==> src/rtl/xsim_dma_pkg.sv <==
// Shared types and constants for the simulation DMA burst reader.
// Word size, handle/address types and the issue FSM encoding.
package xsim_dma_pkg;

    localparam int WORD_BYTES = 4;

    typedef logic [31:0] dma_handle_t;
    typedef logic [31:0] dma_addr_t;

    typedef enum logic {
        IDLE,
        ISSUE
    } burst_state_e;

    function automatic logic [13:0] len_to_words(input logic [15:0] len);
        return len[15:2];
    endfunction

endpackage

==> src/rtl/xsim_dma_fwft_fifo.sv <==
// First-word-fall-through FIFO with occupancy count.
// Head entry is always visible on rdata; storage clears to zero on reset.
module xsim_dma_fwft_fifo #(
    parameter int WIDTH = 8,
    parameter int DEPTH = 4
) (
    input  logic                     CLK,
    input  logic                     RST,
    input  logic                     enq,
    input  logic [WIDTH-1:0]         wdata,
    input  logic                     deq,
    output logic [WIDTH-1:0]         rdata,
    output logic                     full,
    output logic                     empty,
    output logic [$clog2(DEPTH):0]   count
);

    localparam int AW = $clog2(DEPTH);
    localparam int CW = AW + 1;

    logic [WIDTH-1:0] mem_q [DEPTH];
    logic [AW-1:0]    wptr_q;
    logic [AW-1:0]    rptr_q;
    logic [CW-1:0]    count_q;
    logic             do_enq;
    logic             do_deq;

    assign empty  = (count_q == '0);
    assign full   = (count_q == CW'(DEPTH));
    assign count  = count_q;
    assign rdata  = mem_q[rptr_q];
    // A full FIFO may still accept when its head leaves in the same cycle
    assign do_deq = deq && !empty;
    assign do_enq = enq && (!full || do_deq);

    always_ff @(posedge CLK or posedge RST) begin
        if (RST) begin
            for (int i = 0; i < DEPTH; i++) begin
                mem_q[i] <= '0;
            end
            wptr_q  <= '0;
            rptr_q  <= '0;
            count_q <= '0;
        end else begin
            if (do_enq) begin
                mem_q[wptr_q] <= wdata;
                wptr_q        <= wptr_q + 1'b1;
            end
            if (do_deq) begin
                rptr_q <= rptr_q + 1'b1;
            end
            count_q <= count_q + CW'(do_enq) - CW'(do_deq);
        end
    end

endmodule

==> src/rtl/xsim_dma_burst_reader.sv <==
// Splits byte-length read bursts into word reads on the DMA port and
// returns tagged words through a credit-protected output buffer.
module xsim_dma_burst_reader
    import xsim_dma_pkg::*;
#(
    parameter int DEPTH = 4,
    parameter int TAG_W = 6
) (
    input  logic             CLK,
    input  logic             RST,
    output logic             rdy_burst,
    input  logic             en_burst,
    input  logic [31:0]      burst_handle,
    input  logic [31:0]      burst_addr,
    input  logic [15:0]      burst_len,
    input  logic [TAG_W-1:0] burst_tag,
    input  logic             rdy_readrequest,
    output logic             en_readrequest,
    output logic [31:0]      readrequest_addr,
    output logic [31:0]      readrequest_handle,
    input  logic             rdy_readresponse,
    output logic             en_readresponse,
    input  logic [31:0]      readresponse_data,
    output logic             rdy_data,
    input  logic             en_data,
    output logic [31:0]      data_word,
    output logic [TAG_W-1:0] data_tag,
    output logic             data_last
);

    localparam int CW    = $clog2(DEPTH) + 1;
    localparam int SIDE_W = TAG_W + 1;
    localparam int OUT_W  = 32 + SIDE_W;

    burst_state_e     state_q, state_d;
    dma_handle_t      handle_q, handle_d;
    dma_addr_t        addr_q, addr_d;
    logic [TAG_W-1:0] tag_q, tag_d;
    logic [13:0]      left_q, left_d;
    logic [CW-1:0]    outst_q, outst_d;

    logic             credit_ok;
    logic             resp_take;
    logic [13:0]      req_words;

    logic [SIDE_W-1:0] side_wdata;
    logic [SIDE_W-1:0] side_rdata;
    logic              side_full;
    logic              side_empty;
    logic [CW-1:0]     side_count;

    logic [OUT_W-1:0]  out_rdata;
    logic              out_full;
    logic              out_empty;
    logic [CW-1:0]     out_count;

    assign req_words = len_to_words(burst_len);
    // Reserve a buffer slot for every read still in flight
    assign credit_ok = ({1'b0, outst_q} + {1'b0, out_count}) < (CW + 1)'(DEPTH);
    assign en_readresponse = rdy_readresponse && !RST;
    // Responses arriving with nothing outstanding are leftovers from a reset
    assign resp_take = en_readresponse && (outst_q != '0);

    assign readrequest_addr   = addr_q;
    assign readrequest_handle = handle_q;
    assign side_wdata         = {tag_q, left_q == 14'd1};

    assign rdy_data  = !out_empty;
    assign data_word = out_rdata[OUT_W-1 -: 32];
    assign data_tag  = out_rdata[TAG_W:1];
    assign data_last = out_rdata[0];

    always_comb begin
        state_d        = state_q;
        handle_d       = handle_q;
        addr_d         = addr_q;
        tag_d          = tag_q;
        left_d         = left_q;
        rdy_burst      = 1'b0;
        en_readrequest = 1'b0;
        unique case (state_q)
            IDLE: begin
                rdy_burst = !RST;
                if (en_burst && rdy_burst && req_words != '0) begin
                    handle_d = burst_handle;
                    addr_d   = {burst_addr[31:2], 2'b00};
                    tag_d    = burst_tag;
                    left_d   = req_words;
                    state_d  = ISSUE;
                end
            end
            ISSUE: begin
                en_readrequest = rdy_readrequest && credit_ok;
                if (en_readrequest) begin
                    addr_d = addr_q + 32'(WORD_BYTES);
                    left_d = left_q - 14'd1;
                    if (left_q == 14'd1) begin
                        state_d = IDLE;
                    end
                end
            end
        endcase
        outst_d = outst_q + CW'(en_readrequest) - CW'(resp_take);
    end

    always_ff @(posedge CLK or posedge RST) begin
        if (RST) begin
            state_q  <= IDLE;
            handle_q <= '0;
            addr_q   <= '0;
            tag_q    <= '0;
            left_q   <= '0;
            outst_q  <= '0;
        end else begin
            state_q  <= state_d;
            handle_q <= handle_d;
            addr_q   <= addr_d;
            tag_q    <= tag_d;
            left_q   <= left_d;
            outst_q  <= outst_d;
        end
    end

    xsim_dma_fwft_fifo #(
        .WIDTH (SIDE_W),
        .DEPTH (DEPTH)
    ) u_side_q (
        .CLK   (CLK),
        .RST   (RST),
        .enq   (en_readrequest),
        .wdata (side_wdata),
        .deq   (resp_take),
        .rdata (side_rdata),
        .full  (side_full),
        .empty (side_empty),
        .count (side_count)
    );

    xsim_dma_fwft_fifo #(
        .WIDTH (OUT_W),
        .DEPTH (DEPTH)
    ) u_out_q (
        .CLK   (CLK),
        .RST   (RST),
        .enq   (resp_take),
        .wdata ({readresponse_data, side_rdata}),
        .deq   (en_data),
        .rdata (out_rdata),
        .full  (out_full),
        .empty (out_empty),
        .count (out_count)
    );

    always @(posedge CLK) begin
        if (!RST) begin
            assert (!(en_burst && !rdy_burst))
                else $error("en_burst while not ready; ignored");
            assert (!(en_burst && rdy_burst && (burst_addr[1:0] != 2'b00 || burst_len[1:0] != 2'b00)))
                else $error("unaligned burst addr/len; low bits truncated");
            assert (!(en_data && !rdy_data))
                else $error("en_data while buffer empty; ignored");
            assert (!(en_readrequest && side_full))
                else $error("in-flight queue overflow");
            assert (!(resp_take && side_empty))
                else $error("response without in-flight entry");
            assert (side_count == outst_q)
                else $error("in-flight queue out of step with outstanding");
            assert (!(resp_take && out_full && !en_data))
                else $error("output buffer overflow");
        end
    end

endmodule

==> config.mk <==
export PLATFORM = sky130hd
export DESIGN_NAME = xsim_dma_burst_reader
export DESIGN_NICKNAME = d
export VERILOG_FILES = /design/src/rtl/xsim_dma_pkg.sv /design/src/rtl/xsim_dma_fwft_fifo.sv /design/src/rtl/xsim_dma_burst_reader.sv
export SDC_FILE = /design/constraint.sdc
export NUM_CORES = 1
export LEC_CHECK = 0
export ABC_AREA = 1
export BUFFER_PORTS_ARGS = -buffer_cell sky130_fd_sc_hd__buf_2
export CAP_MARGIN = 15
export CORE_AREA = 2 2 186 188
export CTS_CLUSTER_SIZE = 14
export DETAILED_ROUTE_END_ITERATION = 10
export DIE_AREA = 0 0 188 190
export GPL_TIMING_DRIVEN = 0
export HOLD_SLACK_MARGIN = 0.05
export PLACE_DENSITY = 0.65
export SYNTH_ARGS = -nofsm -noshare
export SYNTH_HDL_FRONTEND = slang
export SYNTH_HIERARCHICAL = 1
export SYNTH_SLANG_ARGS = --single-unit
==> constraint.sdc <==
create_clock -name CLK -period 5.4 [get_ports CLK]
set_input_delay 0.27 -clock CLK [delete_from_list [all_inputs] [get_ports CLK]]
set_output_delay 0.27 -clock CLK [all_outputs]
set_load 0.02 [all_outputs]
== Yosys cells after proc, flatten, opt, wreduce, memory -nomap -nowiden ==
Index checks and enable logic that the tools add are counted.

* Register bits: 286
* Latch bits: 0
* Memory bits (writable): 0
* Memory bits (read-only): 0
* Bits of input ports: 124
* Output and inout port bits: 107
* Logic and storage cells: 98
* Memories kept: 0

* $add $sub $neg: 13
* Multiply operators: 0
* Div/mod/pow operators: 0
* $lt $le $gt $ge: 7
* Equality and inequality tests: 5
* Shift operators: 0
* Muxes and demuxes: 24
* Bitwise gates (word level): 5
* Reduce and logical (&&, ||, !) cells: 24

{| class="wikitable"
|+ Operators by type and width
! kind !! number
|-
| bitwise mux 156 bit || 1
|-
| 2-to-1 mux 39 bit || 3
|-
| binary-select mux 39 bit (select 2 bit) || 1
|-
| demux 39 bit (select 2 bit) || 1
|-
| 2-to-1 mux 32 bit || 2
|-
| one-hot mux 32 bit (2 select lines) || 1
|-
| adder 32 x 3 -> 32 bit, second input constant || 1
|-
| bitwise mux 28 bit || 1
|-
| 2-to-1 mux 14 bit || 2
|-
| one-hot mux 14 bit (2 select lines) || 1
|-
| 2-to-1 mux 7 bit || 3
|-
| binary-select mux 7 bit (select 2 bit) || 1
|-
| demux 7 bit (select 2 bit) || 1
|-
| == test 14 x 1 -> 1 bit, second input constant || 1
|-
| nonzero test 14 bit || 1
|-
| subtractor 14 x 1 -> 14 bit, second input constant || 1
|-
| greater-or-equal comparator 3 bit, second input constant || 4
|-
| NOT 2 -> 3 bit || 4
|-
| logical AND 1 bit || 11
|-
| adder 3 x 1 -> 3 bit || 3
|-
| subtractor 3 x 1 -> 3 bit || 3
|-
| adder 2 x 1 -> 2 bit, second input constant || 4
|-
| == test 3 bit, second input constant || 2
|-
| zero test 3 bit || 2
|-
| other kinds (12) || 23
|}

== Longest topological paths before layout ==
* Word-level depth: 8
* Depth in mapped cells: 13
* Mapped depth without buffers: 11

== Cells and area by module ==
Netlist, hierarchy kept.

{| class="wikitable"
|+ Modules (own cells, without submodules)
! module !! times used !! cells an instance !! area an instance (sq um)
|-
| xsim_dma_fwft_fifo (u_out_q) || 1 || 962 || 7960.1
|-
| xsim_dma_burst_reader || 1 || 787 || 5266.3
|-
| xsim_dma_fwft_fifo (u_side_q) || 1 || 211 || 1784.2
|}

== Worst setup path before layout ==
Ideal clock, no wire load.

* Path kind: register -> register
* Start: reg outst_q[2]
* End: reg u_side_q.count_q[2] (netlist: u_side_q/count[2])
* Setup time: 0.122 ns
* Data arrival time: 2.726 ns
* Data required time: 5.278 ns
* Setup slack: 2.551 ns
* Cell stages (with the launch flop): 14
* Buffers on the path: 2
* Clock period less this slack: 2.849 ns
* Cells stage by stage: dfrtp_1 ha_1 nor2_1 nand3_1 nand3b_4 clkbuf_1 inv_1 buf_2 nand2_1 ha_1 inv_1 ha_1 fa_1 xnor2_1

* Word-level cells in the longest chain between the ends: 7

{| class="wikitable"
|+ Ends and longest elaborated chain
! item !! RTL line !! source
|-
| start, declared || xsim_dma_burst_reader.sv:40 || <nowiki>logic [CW-1:0] outst_q, outst_d;</nowiki>
|-
| start signal, assigned || xsim_dma_burst_reader.sv:120 || <nowiki>outst_q <= outst_d;</nowiki>
|-
| adder 3 x 3 -> 4 bit || xsim_dma_burst_reader.sv:59 || <nowiki>assign credit_ok = ({1'b0, outst_q} + {1'b0, out_count}) < (CW + 1)'(DEPTH);</nowiki>
|-
| < comparator 4 x 3 -> 1 bit || xsim_dma_burst_reader.sv:59 ||
|-
| logical AND 1 bit || xsim_dma_burst_reader.sv:93 || <nowiki>en_readrequest = rdy_readrequest && credit_ok;</nowiki>
|-
| 2-to-1 mux 1 bit || xsim_dma_burst_reader.sv:81 || <nowiki>unique case (state_q)</nowiki>
|-
| via en_readrequest || xsim_dma_burst_reader.sv:18 || <nowiki>output logic en_readrequest,</nowiki>
|-
| logical AND 1 bit || xsim_dma_fwft_fifo.sv:34 || <nowiki>assign do_enq = enq && (!full || do_deq);</nowiki>
|-
| adder 3 x 1 -> 3 bit || xsim_dma_fwft_fifo.sv:52 || <nowiki>count_q <= count_q + CW'(do_enq) - CW'(do_deq);</nowiki>
|-
| subtractor 3 x 1 -> 3 bit || xsim_dma_fwft_fifo.sv:52 ||
|-
| end signal, assigned || xsim_dma_fwft_fifo.sv:52 ||
|-
| end, declared || xsim_dma_fwft_fifo.sv:24 || <nowiki>logic [CW-1:0] count_q;</nowiki>
|}

The timed path passes the listed nets, and every way through them passes these cells.
A chain may end at the register's enable or synchronous reset.

== Worst setup path after layout ==
* Start: reg outst_q[2]
* End: reg u_side_q.count_q[2] (netlist: u_side_q/count[2])

* Word-level cells in the longest chain between the ends: 7

{| class="wikitable"
|+ Ends and longest elaborated chain
! item !! RTL line
|-
| adder 3 x 3 -> 4 bit or nonzero test 3 bit (tied branches) || xsim_dma_burst_reader.sv:59, xsim_dma_burst_reader.sv:62
|-
| < comparator 4 x 3 -> 1 bit or logical AND 1 bit (tied branches) || xsim_dma_burst_reader.sv:59, xsim_dma_burst_reader.sv:62
|-
| logical AND 1 bit (on tied branches) || xsim_dma_burst_reader.sv:93, xsim_dma_fwft_fifo.sv:33
|-
| 2-to-1 mux 1 bit or logical OR 1 bit (tied branches) || xsim_dma_burst_reader.sv:81, xsim_dma_fwft_fifo.sv:34
|-
| logical AND 1 bit || xsim_dma_fwft_fifo.sv:34
|-
| adder 3 x 1 -> 3 bit || xsim_dma_fwft_fifo.sv:52
|-
| subtractor 3 x 1 -> 3 bit (*) || xsim_dma_fwft_fifo.sv:52
|}

Mark *: on every way between the ends. The rest lies on a longest branch, timed or not.

==> reports/results.ini <==
[timing]
rsz0062_at_grt=false
slew-limit-headroom_pct=47.0
setup_violations=0
hold_slack_ps=54.4
fin_skew_ps=14.9
slew_viol_final=0
tightestPinTransition_ps=788
period_needed_ps=3110
finalSetupTns_ps=0
finalHoldViolCount=0
fmax_mhz=321
fin_crit_sh_pct=57.6

[floorplanning]
die_w_um=188
rows=68
core-area_um2=33900
dieHeight_um=190
fp.dieArea_um2=35700
ios=231
start_util_pct=44.2

[routing]
drc=0
drt_iter0_markers=1198
dr.pass1.iters=5
via_per_inst=5.37
drtAntennaViolNets=0
finalWirelength_mm=48.0
num_vias=14833
wl_per_cell_um=17.4

[pwr]
pwr-share-comb_pct=45.7
pwr-share-seq_pct=33.4
internal-power_mw=6.15
p_sw_mw=4.96
leakage_nw=9.59
ir_worst_vdd_mv=0.343
clock_power_share_pct=20.9
power.density_nw_per_um2=599
switching_share_pct=44.7

[placement]
dpl.hpwl_mm=34.0
place_inst=2640
io_buffers=224
gp_congestion=0.909
place_area_um2=16800

[grt]
first_global_vias=14871
antenna_found_initial=1
grt_overflow=0
grt_pass1_wl_mm=78.1
grt_max_degree=110
grt.total_usage_pct=27.2

[final_layout]
multi_input_area_um2=6780
area.sequential_um2=7110
fillers=3233
final_cell_area_um2=18500
area_growth_pct=23.6
drive_above_1_share_pct=17.8
fin_cells=2762
fin_nets=2428
fin_util_pct=54.6
final_cell_mix=nand2_1 (695), dfrtp_1 (284), buf_2 (283), nand4_1 (187), nor2_1 (186)
final_common_cell=nand2_1

[worst_setup_path]
worstPathArrival_ps=3510
worstSetupEndpointType=flop
crit_required_ps=5800
crit_fanout=10
path_class=flop to flop
cpMostUsedCell=ha_1
path_buf_inv=4
path_delay_family=adder cells
slowest_stage=dfrtp_1
crit_path_max_incr_delay_ps=410
cp-start-kind=flop
cp_cell_sequence=ha_1 > nor2_1 > nand3_1 > nand3b_4 > clkbuf_1 > inv_1 > buf_2 > nand2_1 > ha_1 > inv_1 > ha_1 > fa_1 > xnor2_1

[clock_tree]
clk-insertion-delay-late_ps=510
cts_sinks=284
root_buffer=clkbuf_16
cts_made_buffers=35
cts.htree.levels=2
cts_hold_buf=60
cts_resized=0
clkTransAtPathRegs_ps=60
cts_tree=built
post_cts_buffers=0
cts_buffer_depth=3

[flow_run]
max-cap-violations=0

[yosys]
avgSynthCellArea_um2=7.66
yosysWarningCount=6
synth_cells=1957
synth_area_um2=15000

[outcome]
outcome=finished clean

[hold_path]
min_path_type=input port to flop

==> per-layer routing <==
| layer | up-vias | part of all wire (%) | GRT usage, % |
|---|---|---|---|
| met4 | 0 | 3.2 | 9.72 |
| met2 | 585 | 47 | 46.0 |
| li1 | 7143 | - | - |
| met3 | 98 | 7.6 | 5.46 |
| met5 | - | 0 | 0 |
| met1 | 7007 | 42 | 34.7 |
==> sequential cells by signal, summed over array words and instances, names as in the netlist <==
signal              count
u_out_q/mem_q         156
readrequest_handle     32
readrequest_addr       30
u_side_q/mem_q         28
left_q                 14
tag_q                   6
outst_q                 3
u_out_q/count           3
u_side_q/count          3
u_out_q/rptr_q          2
u_out_q/wptr_q          2
u_side_q/rptr_q         2
u_side_q/wptr_q         2
state_q                 1
==> stage by stage <==
step / setup WS, ps / power (mW)
CTS: 2120 / 11.1
detailed placement: 2140 / 8.72
floorplan: 725 / 7.02
finish: 2290 / 11.1
global placement: -1460 / 8.59
global route: 2060 / 11.9
==> layout make-up <==
| class | instances | area share (%) |
|---|---|---|
| flip-flops and latches | 284 | 38.3 |
| multi-input cells | 1450 | 36.6 |
| repair buffers | 288 | 9.77 |
| clock buffers | 53 | 5.84 |
| plain buffers | 141 | 4.33 |
| well taps | 455 | 3.07 |
| inverters | 83 | 1.73 |
| clock inverters | 6 | 0.317 |
| diodes | 2 | 0.0270 |
==> power groups by stage <==
stage	Combinational (mW)	Sequential, mW	Clock (mW)
2_1_floorplan	3.22	3.79	0
3_3_place_gp	4.90	3.69	0
3_5_place_dp	5.02	3.71	0
4_1_cts	5.06	3.70	2.35
5_1_grt	5.65	3.83	2.44
6_report	5.08	3.71	2.32
==> final timing paths <==
kind                                       start                end  slack [ps]  cells after the start
setup / recovery                      outst_q[2]  u_side_q/count[2]        2290                     13
hold / removal             readresponse_data[24]  u_out_q/mem_q[70]          50                      3
setup reg to reg                      outst_q[2]  u_side_q/count[2]        2290                     13
hold reg to reg                u_out_q/mem_q[95]  u_out_q/mem_q[95]         470                      2
max in group asynchronous                    RST  u_out_q/mem_q[13]        4050                      4
min in group asynchronous                    RST   u_out_q/count[2]         460                      3
==> worst min-delay path, delay by kind of cell <==
kind	cells	cell delay, ps
buffers and inverters	1	130
and+or+nand+nor	2	130
(Power assumes the default switching activity.)
